`src/rtl/bhand_age_sink_pkg.sv`:
```
// rtl/bhand_age_sink_pkg.sv - shared FSM encodings and default widths for the buffered-handshake age sink
package bhand_age_sink_pkg;

  localparam logic [0:0] BH_EMPTY = 1'b0;
  localparam logic [0:0] BH_FULL  = 1'b1;

  localparam int BH_DATA_WIDTH  = 8;
  localparam int BH_COUNT_WIDTH = 4;
  localparam int BH_STAT_WIDTH  = 16;

endpackage

```
`src/rtl/bhand_age_sink_sat_counter.sv`:
```
// rtl/bhand_age_sink_sat_counter.sv - saturating event counter with synchronous clear
module bhand_sat_counter #(
  parameter int WIDTH = 16
) (
  input  logic             clk,
  input  logic             rst,
  input  logic             clr,
  input  logic             inc,
  output logic [WIDTH-1:0] count
);

  localparam logic [WIDTH-1:0] ONE = {{(WIDTH-1){1'b0}}, 1'b1};

  // clr beats a same-cycle increment, so the clearing event is never counted
  always_ff @(posedge clk) begin
    if (rst || clr) begin
      count <= '0;
    end else if (inc && (count != '1)) begin
      count <= count + ONE;
    end
  end

endmodule

```
`src/rtl/bhand_age_sink.sv`:
```
// rtl/bhand_age_sink.sv - terminating age-counting handshake stage with stale flag and latency stats
// Optional macro AGE_DROP_EN: consume stale inputs without loading them and count them in drop_cnt.
module bhand_age_sink
  import bhand_age_sink_pkg::*;
#(
  parameter int DATA_WIDTH  = BH_DATA_WIDTH,
  parameter int COUNT_WIDTH = BH_COUNT_WIDTH,
  parameter int STAT_WIDTH  = BH_STAT_WIDTH
) (
  input  logic                   clk,
  input  logic                   rst,
  input  logic [DATA_WIDTH-1:0]  idata,
  input  logic                   idata_vld,
  output logic                   idata_rdy,
  input  logic [COUNT_WIDTH-1:0] icount,
  input  logic                   cnt_en,
  input  logic [COUNT_WIDTH-1:0] threshold,
  output logic [DATA_WIDTH-1:0]  odata,
  output logic                   odata_vld,
  input  logic                   odata_rdy,
  output logic [COUNT_WIDTH-1:0] ocount,
  output logic                   ostale,
  input  logic                   stats_clr,
  output logic [COUNT_WIDTH-1:0] max_age,
  output logic [STAT_WIDTH-1:0]  xfer_cnt,
  output logic [STAT_WIDTH-1:0]  drop_cnt
);

  logic [0:0]             state_q;
  logic                   shift_in;
  logic                   shift_out;
  logic                   drop;
  logic                   load;
  logic [COUNT_WIDTH:0]   in_sum;
  logic [COUNT_WIDTH:0]   hold_sum;
  logic [COUNT_WIDTH-1:0] in_age;
  logic [COUNT_WIDTH-1:0] hold_age;

  assign odata_vld = (state_q == BH_FULL);
  assign idata_rdy = !odata_vld || odata_rdy;
  assign shift_in  = idata_vld && idata_rdy;
  assign shift_out = odata_vld && odata_rdy;

  // Ages clamp instead of wrapping so a long-held item cannot drop back below threshold
  assign in_sum   = {1'b0, icount} + {{COUNT_WIDTH{1'b0}}, cnt_en};
  assign hold_sum = {1'b0, ocount} + {{COUNT_WIDTH{1'b0}}, cnt_en};
  assign in_age   = in_sum[COUNT_WIDTH]   ? '1 : in_sum[COUNT_WIDTH-1:0];
  assign hold_age = hold_sum[COUNT_WIDTH] ? '1 : hold_sum[COUNT_WIDTH-1:0];

`ifdef AGE_DROP_EN
  assign drop = shift_in && (threshold != '0) && (in_age >= threshold);
`else
  assign drop = 1'b0;
`endif

  assign load   = shift_in && !drop;
  assign ostale = odata_vld && (threshold != '0) && (ocount >= threshold);

  always_ff @(posedge clk) begin
    if (rst) begin
      state_q <= BH_EMPTY;
      odata   <= '0;
      ocount  <= '0;
    end else begin
      if (load) begin
        state_q <= BH_FULL;
        odata   <= idata;
        ocount  <= in_age;
      end else begin
        if (shift_out) begin
          state_q <= BH_EMPTY;
        end
        if (odata_vld) begin
          ocount <= hold_age;
        end
      end
    end
  end

  always_ff @(posedge clk) begin
    if (rst || stats_clr) begin
      max_age <= '0;
    end else if (shift_out && (ocount > max_age)) begin
      max_age <= ocount;
    end
  end

  bhand_sat_counter #(.WIDTH(STAT_WIDTH)) u_xfer_cnt (
    .clk   (clk),
    .rst   (rst),
    .clr   (stats_clr),
    .inc   (shift_out),
    .count (xfer_cnt)
  );

  bhand_sat_counter #(.WIDTH(STAT_WIDTH)) u_drop_cnt (
    .clk   (clk),
    .rst   (rst),
    .clr   (stats_clr),
    .inc   (drop),
    .count (drop_cnt)
  );

endmodule
```
`config.mk`:
```
export PLATFORM = sky130hd
export DESIGN_NAME = bhand_age_sink
export DESIGN_NICKNAME = d
export VERILOG_FILES = /design/src/rtl/bhand_age_sink_pkg.sv /design/src/rtl/bhand_age_sink_sat_counter.sv /design/src/rtl/bhand_age_sink.sv
export SDC_FILE = /design/constraint.sdc
export NUM_CORES = 1
export LEC_CHECK = 0
export ABC_AREA = 0
export CAP_MARGIN = 20
export CELL_PAD_IN_SITES_DETAIL_PLACEMENT = 1
export CELL_PAD_IN_SITES_GLOBAL_PLACEMENT = 1
export CORE_ASPECT_RATIO = 1.1
export CORE_MARGIN = 4
export CORE_UTILIZATION = 30
export DETAILED_ROUTE_END_ITERATION = 12
export HOLD_SLACK_MARGIN = 0.08
export PLACE_DENSITY = 0.74
export SETUP_SLACK_MARGIN = 0.3
export SYNTH_ARGS = -nofsm -noshare
export SYNTH_HDL_FRONTEND = slang
export SYNTH_SLANG_ARGS = --single-unit
```
`constraint.sdc`:
```
create_clock -name clk -period 3.2 [get_ports clk]
set_input_delay 0.32 -clock clk [delete_from_list [all_inputs] [get_ports clk]]
set_output_delay 0.32 -clock clk [all_outputs]
set_load 0.01 [all_outputs]
```
=== Yosys cells after proc, flatten, opt, wreduce, memory -nomap -nowiden ===
Index checks and enable logic that the tools add are counted.
W data, S select, Z words.

* Word-level logic and storage cells: 29
* Output and inout port bits: 51
* Bits of input ports: 22
* Register bits: 33

* Equality and inequality tests: 1
* Add/sub/neg operators: 3
* $lt $le $gt $ge: 2
* Reduce and logical (&&, ||, !) cells: 12
* Muxes and demuxes: 6

{| class="wikitable"
|+ Operators with widths
! operator !! number
|-
| $add A16 B1 Y16 const B || 1
|-
| $mux W4 || 4
|-
| $ne A16 B16 Y1 const B || 1
|-
| $add A4 B1 Y5 || 2
|-
| $logic_and A1 B1 Y1 || 6
|-
| $ge A4 B4 Y1 || 1
|-
| $gt A4 B4 Y1 || 1
|-
| $reduce_bool A2 Y1 || 2
|-
| $reduce_bool A4 Y1 || 1
|-
| $logic_or A1 B1 Y1 || 2
|-
| $mux W1 || 2
|-
| $logic_not A1 Y1 || 1
|}

=== Depth between registers and ports, before layout ===
* Depth in word-level cells: 4
* Mapped depth: 6
* Gate-level depth less buffers: 6

=== By module ===
From an unflattened synthesis, not the netlist that was laid out.

* Cells, all modules: 314
* Area total of the unflattened synthesis: 2703.8 µm²

{| class="wikitable"
|+ By module, submodules not included
! module !! seq. area each (µm²) !! times used !! area an instance (µm²) !! cells an instance
|-
| bhand_sat_counter || 320.3 || 2 || 847.1 || 95
|-
| bhand_age_sink || 340.3 || 1 || 1009.7 || 124
|}

=== Worst setup path before layout ===
OpenSTA, ideal clock, no wires.

* Path kind: register to register
* Start: reg u_xfer_cnt.count[0]
* End: reg u_xfer_cnt.count[7]
* Clock period less this slack: 2.012 ns
* Data required time: 3.130 ns
* Arrival: 1.942 ns
* Setup time: 0.070 ns
* Stages on the path, launching flop included: 6
* Setup slack: 1.188 ns
* Path buffers: 0
* Cells stage by stage: dfxtp_1 ha_1 nand4_1 or4_2 a31o_2 a21oi_1

* Word-level cells in the longest chain between the ends: 2
* Elaborated cells between the ends (all ways): 3
* Those cells by class: 1 x add/sub; 1 x eq/ne; 1 x reduce/logical

{| class="wikitable"
|+ RTL lines
! element !! line !! RTL
|-
| from (decl) || bhand_age_sink_sat_counter.sv:9 || <nowiki>output logic [WIDTH-1:0] count</nowiki>
|-
| from (signal assigned) || bhand_age_sink_sat_counter.sv:19 || <nowiki>count <= count + ONE;</nowiki>
|-
| branches (longest 2 deep; another with $add A16 B1 Y16) || -- ||
|}

Several ways; the timed one is not identified.
A chain may end at the register's enable or synchronous reset.

=== Worst setup path after layout ===
* Start: reg ocount[0]
* End: out ostale

* Word-level cells in the longest chain between the ends: 2

{| class="wikitable"
|+ RTL lines
! element !! line !! RTL
|-
| from (decl) || bhand_age_sink.sv:21 || <nowiki>output logic [COUNT_WIDTH-1:0] ocount,</nowiki>
|-
| from (signal assigned) || bhand_age_sink.sv:68 || <nowiki>ocount <= in_age;</nowiki>
|-
| from (signal assigned) || bhand_age_sink.sv:74 || <nowiki>ocount <= hold_age;</nowiki>
|-
| $ge A4 B4 Y1 || bhand_age_sink.sv:57 || <nowiki>assign ostale = odata_vld && (threshold != '0) && (ocount >= threshold);</nowiki>
|-
| $logic_and A1 B1 Y1 || bhand_age_sink.sv:57 ||
|-
| to (decl) || bhand_age_sink.sv:22 || <nowiki>output logic ostale,</nowiki>
|}

Every way passes these cells.

==> flow_metrics.py <==
metrics = {
    "sta": {
        "skew_ns": 0.007776,
        "rsz0062_at_grt": "no",
        "fin_crit_sh_pct": 78.02,
        "tns_ns": 0,
        "hold_slack_ns": 0.4542,
        "maxSlewHeadroom_pct": 52.03,
        "min_period_ns": 2.497,
        "drv_slew": 0,
        "max_freq_ghz": 0.4006,
        "setup_viol": 0,
        "hold_viol": 0,
        "worst_slew_pin_slew_ns": 0.7130,
    },
    "worst_setup_path": {
        "path_buf_inv": 2,
        "crit_required_ns": 2.88,
        "worst_r2r_path_depth": 5,
        "slowest_stage": "clkdlybuf4s50_1",
        "path_max_fanout": 5,
        "crit_arrival_ns": 2.18,
        "path_cells": "inv_1, ha_1, nand2b_1, a21o_1, a211oi_1, nor3_1, clkdlybuf4s50_1",
        "timing.rr.start": "u_xfer_cnt.count[0]",
        "critPathMaxStageDelay_ns": 0.48,
        "cp_top_family": "buffers and inverters",
        "rrSetupSlack_ns": 0.97,
        "cp-startpoint": "ocount[0]",
        "critPathKind": "reg2out",
        "end_kind": "output port",
        "r2r_end": "u_xfer_cnt.count[7]",
        "start_kind": "flop",
    },
    "final_layout": {
        "final_nets": 335,
        "nFillCells": 764,
        "drive_above_1_share_pct": 4.983,
        "antenna-diode-count": 0,
        "fin_cells": 381,
        "area_growth_pct": 33.98,
    },
    "synthesis": {
        "synth_edf_count": 0,
        "synth_mux_area_share_pct": 1.030,
        "synthTopCellsByArea": "dfxtp_1, ha_1, a21oi_1, buf_4, nand2_1",
        "syn_area_um2": 1944,
        "ys_types": 41,
        "synth_fa_ha_area_share_pct": 8.366,
        "synth-compound-area-share_pct": 20.53,
        "ys_seq_area_share_pct": 33.98,
        "synth_common_cells": "dfxtp_1, nand2_1, a21oi_1, buf_4",
        "async_reset_ff_share_pct": 0,
        "yosys_most_used_dff": "dfxtp_1",
        "synth_top_area_share_pct": 33.98,
        "synth_top_family_by_area": "simple AND/OR/NAND/NOR gates",
        "synth-xor-area-share_pct": 0,
        "yosys.area.top_type": "dfxtp_1",
        "yosys_register_bits": 33,
        "yosys_warnings": 0,
        "synth_most_common_cell": "dfxtp_1",
        "syn_inst": 245,
        "synthSimpleGateAreaFrac_pct": 25.23,
        "avgSynthCellArea_um2": 7.936,
    },
    "routing": {
        "drcViolationCount": 0,
        "wl_per_cell_um": 14.55,
        "drtPass1Iterations": 4,
        "vias": 1943,
        "wirelength_um": 5543,
        "routed_via_density": 5.100,
        "drtIter0Drc": 70,
        "ant_nets": 0,
    },
    "place": {
        "place.gp.congestion": 0.8153,
        "dp_hpwl_um": 4259,
        "dp_cells": 373,
        "io_buffers": 56,
    },
    "clock_tree": {
        "clock_sinks": 33,
        "cts_buffers": 5,
        "cts_tree": "built",
        "cts_setup_buffers": 0,
        "cts.reportedPaths.clkPinSlew_ns": 0.07,
        "root_buffer": "clkbuf_8",
        "holdBufCountCts": 0,
        "clk_latency_ns": 0.29,
        "htreeDepth": 2,
        "ctsResizeCount": 0,
        "cts.path.max_buffers": 2,
    },
    "die": {
        "ios": 73,
        "dieArea_um2": 7835,
        "coreArea_um2": 6231,
        "start_util_pct": 31.20,
        "row_count": 30,
        "die_w_um": 84.76,
        "die_h_um": 92.44,
    },
    "grt": {
        "grt_start_max_net_pins": 18,
        "gr-total-overflow": 0,
        "grt_pass1_wl_um": 9335,
        "grt_pass1_vias": 1931,
        "grt_use_total_pct": 14.71,
        "antenna_found_initial": 0,
    },
    "pwr": {
        "power_leakage_nw": 0.9547,
        "powerDensity_nw_per_um2": 345.4,
        "ir_worst_vdd_mv": 0.1477,
    },
    "worst_hold_path": {
        "min_to": "odata[2]",
        "hold_class": "reg2reg",
        "hold_start": "odata[2]",
        "holdPathStages": 2,
    },
    "job": {
        "drv_cap": 0,
    },
    "status": {
        "status": "completed",
    },
}
-- flip-flops by register name (all words and copies together), names as in the netlist --
name and count:
u_xfer_cnt.count 16, ocount 4, odata 8, odata_vld 1, max_age 4
-- cell usage in the layout (no fill, tap or decap), drive strengths merged --
cell type and instances:
nor4 7, nand2b 3, o41ai 2, a21oi 27, or2 1, or4 7, and2 4, o31ai 2
or3 5, o211a 2, o211ai 6, ha 13, o21a 2, nand2 28, nor2 8, a31oi 3
a41oi 1, o31a 2, nand4b 2, buf 3, a21o 1, mux2i 2, clkdlybuf4s50 56, clkbuf 8
nor3 4, dfxtp 33, nor2b 1, and3 4, nand3b 1, a211o 1, nand3 12, conb 16
a211oi 2, o21ai 13, nand4 5, a31o 1, inv 13
-- layout make-up --
cell class,count,area (um2),share of cell area [%]
Inverter,13,48.80,1.873
Multi-Input combinational cell,188,1132,43.47
Tap cell,80,100.1,3.842
Sequential cell,33,660.6,25.36
Timing Repair Buffer,59,583.1,22.38
Clock buffer,8,80.08,3.074
-- stage by stage --
step | power [mW] | utilization, % | cell area, um2 | setup WS, ns
6_report | 0.8999 | 41.81 | 2605 | 0.7034
5_1_grt | 0.9567 | 41.81 | 2605 | 0.5688
2_1_floorplan | 0.5422 | - | 2001 | 1.188
3_3_place_gp | 0.6023 | 40.52 | 2525 | 0.7645
4_1_cts | 0.9165 | 41.81 | 2605 | 0.6681
3_5_place_dp | 0.6069 | 40.52 | 2525 | 0.6921
-- where the power goes --
| group | internal, mW | leakage [nW] | switching [mW] | total (mW) |
|---|---|---|---|---|
| Clock | 0.154 | 0.0395 | 0.149 | 0.303 |
| Sequential | 0.423 | 0.268 | 0.0150 | 0.438 |
| Combinational | 0.0786 | 0.647 | 0.0807 | 0.159 |
-- per-layer routing --
metal / share of wire, % / global-route usage, % / wire, um
met5: 0 / 0 / 0
met3: 4.1 / 3.203 / 230
met1: 44 / 18.00 / 2426
met4: 1.7 / 5.541 / 92
met2: 50 / 25.07 / 2794
-- worst max-delay path by stage --
stage	endpoint	slack [ns]	cells after the start
after floorplan	u_xfer_cnt.count[7]	1.19	5
after global placement	ostale	0.76	7
after detailed placement	u_xfer_cnt.count[15]	0.69	5
after CTS	ostale	0.67	7
after global routing	ostale	0.57	7
final	ostale	0.70	7
-- worst min-delay path, stage by stage (launching register included) --
cell and delay [ns]:
dfxtp_1 0.31, nand2_1 0.05, a21oi_1 0.05
-- cells by family (layout without fill, tap and decap cells) --
| family | count (synthesis) | count (layout) |
|---|---|---|
| simple gates | 92 | 92 |
| compound gates | 65 | 65 |
| fa+ha+maj | 13 | 13 |
| other cells | 1 | 16 |
| mux | 2 | 2 |
| flops | 33 | 33 |
| buf+inv | 39 | 80 |
No activity file was read; power rests on OpenSTA's default activity.
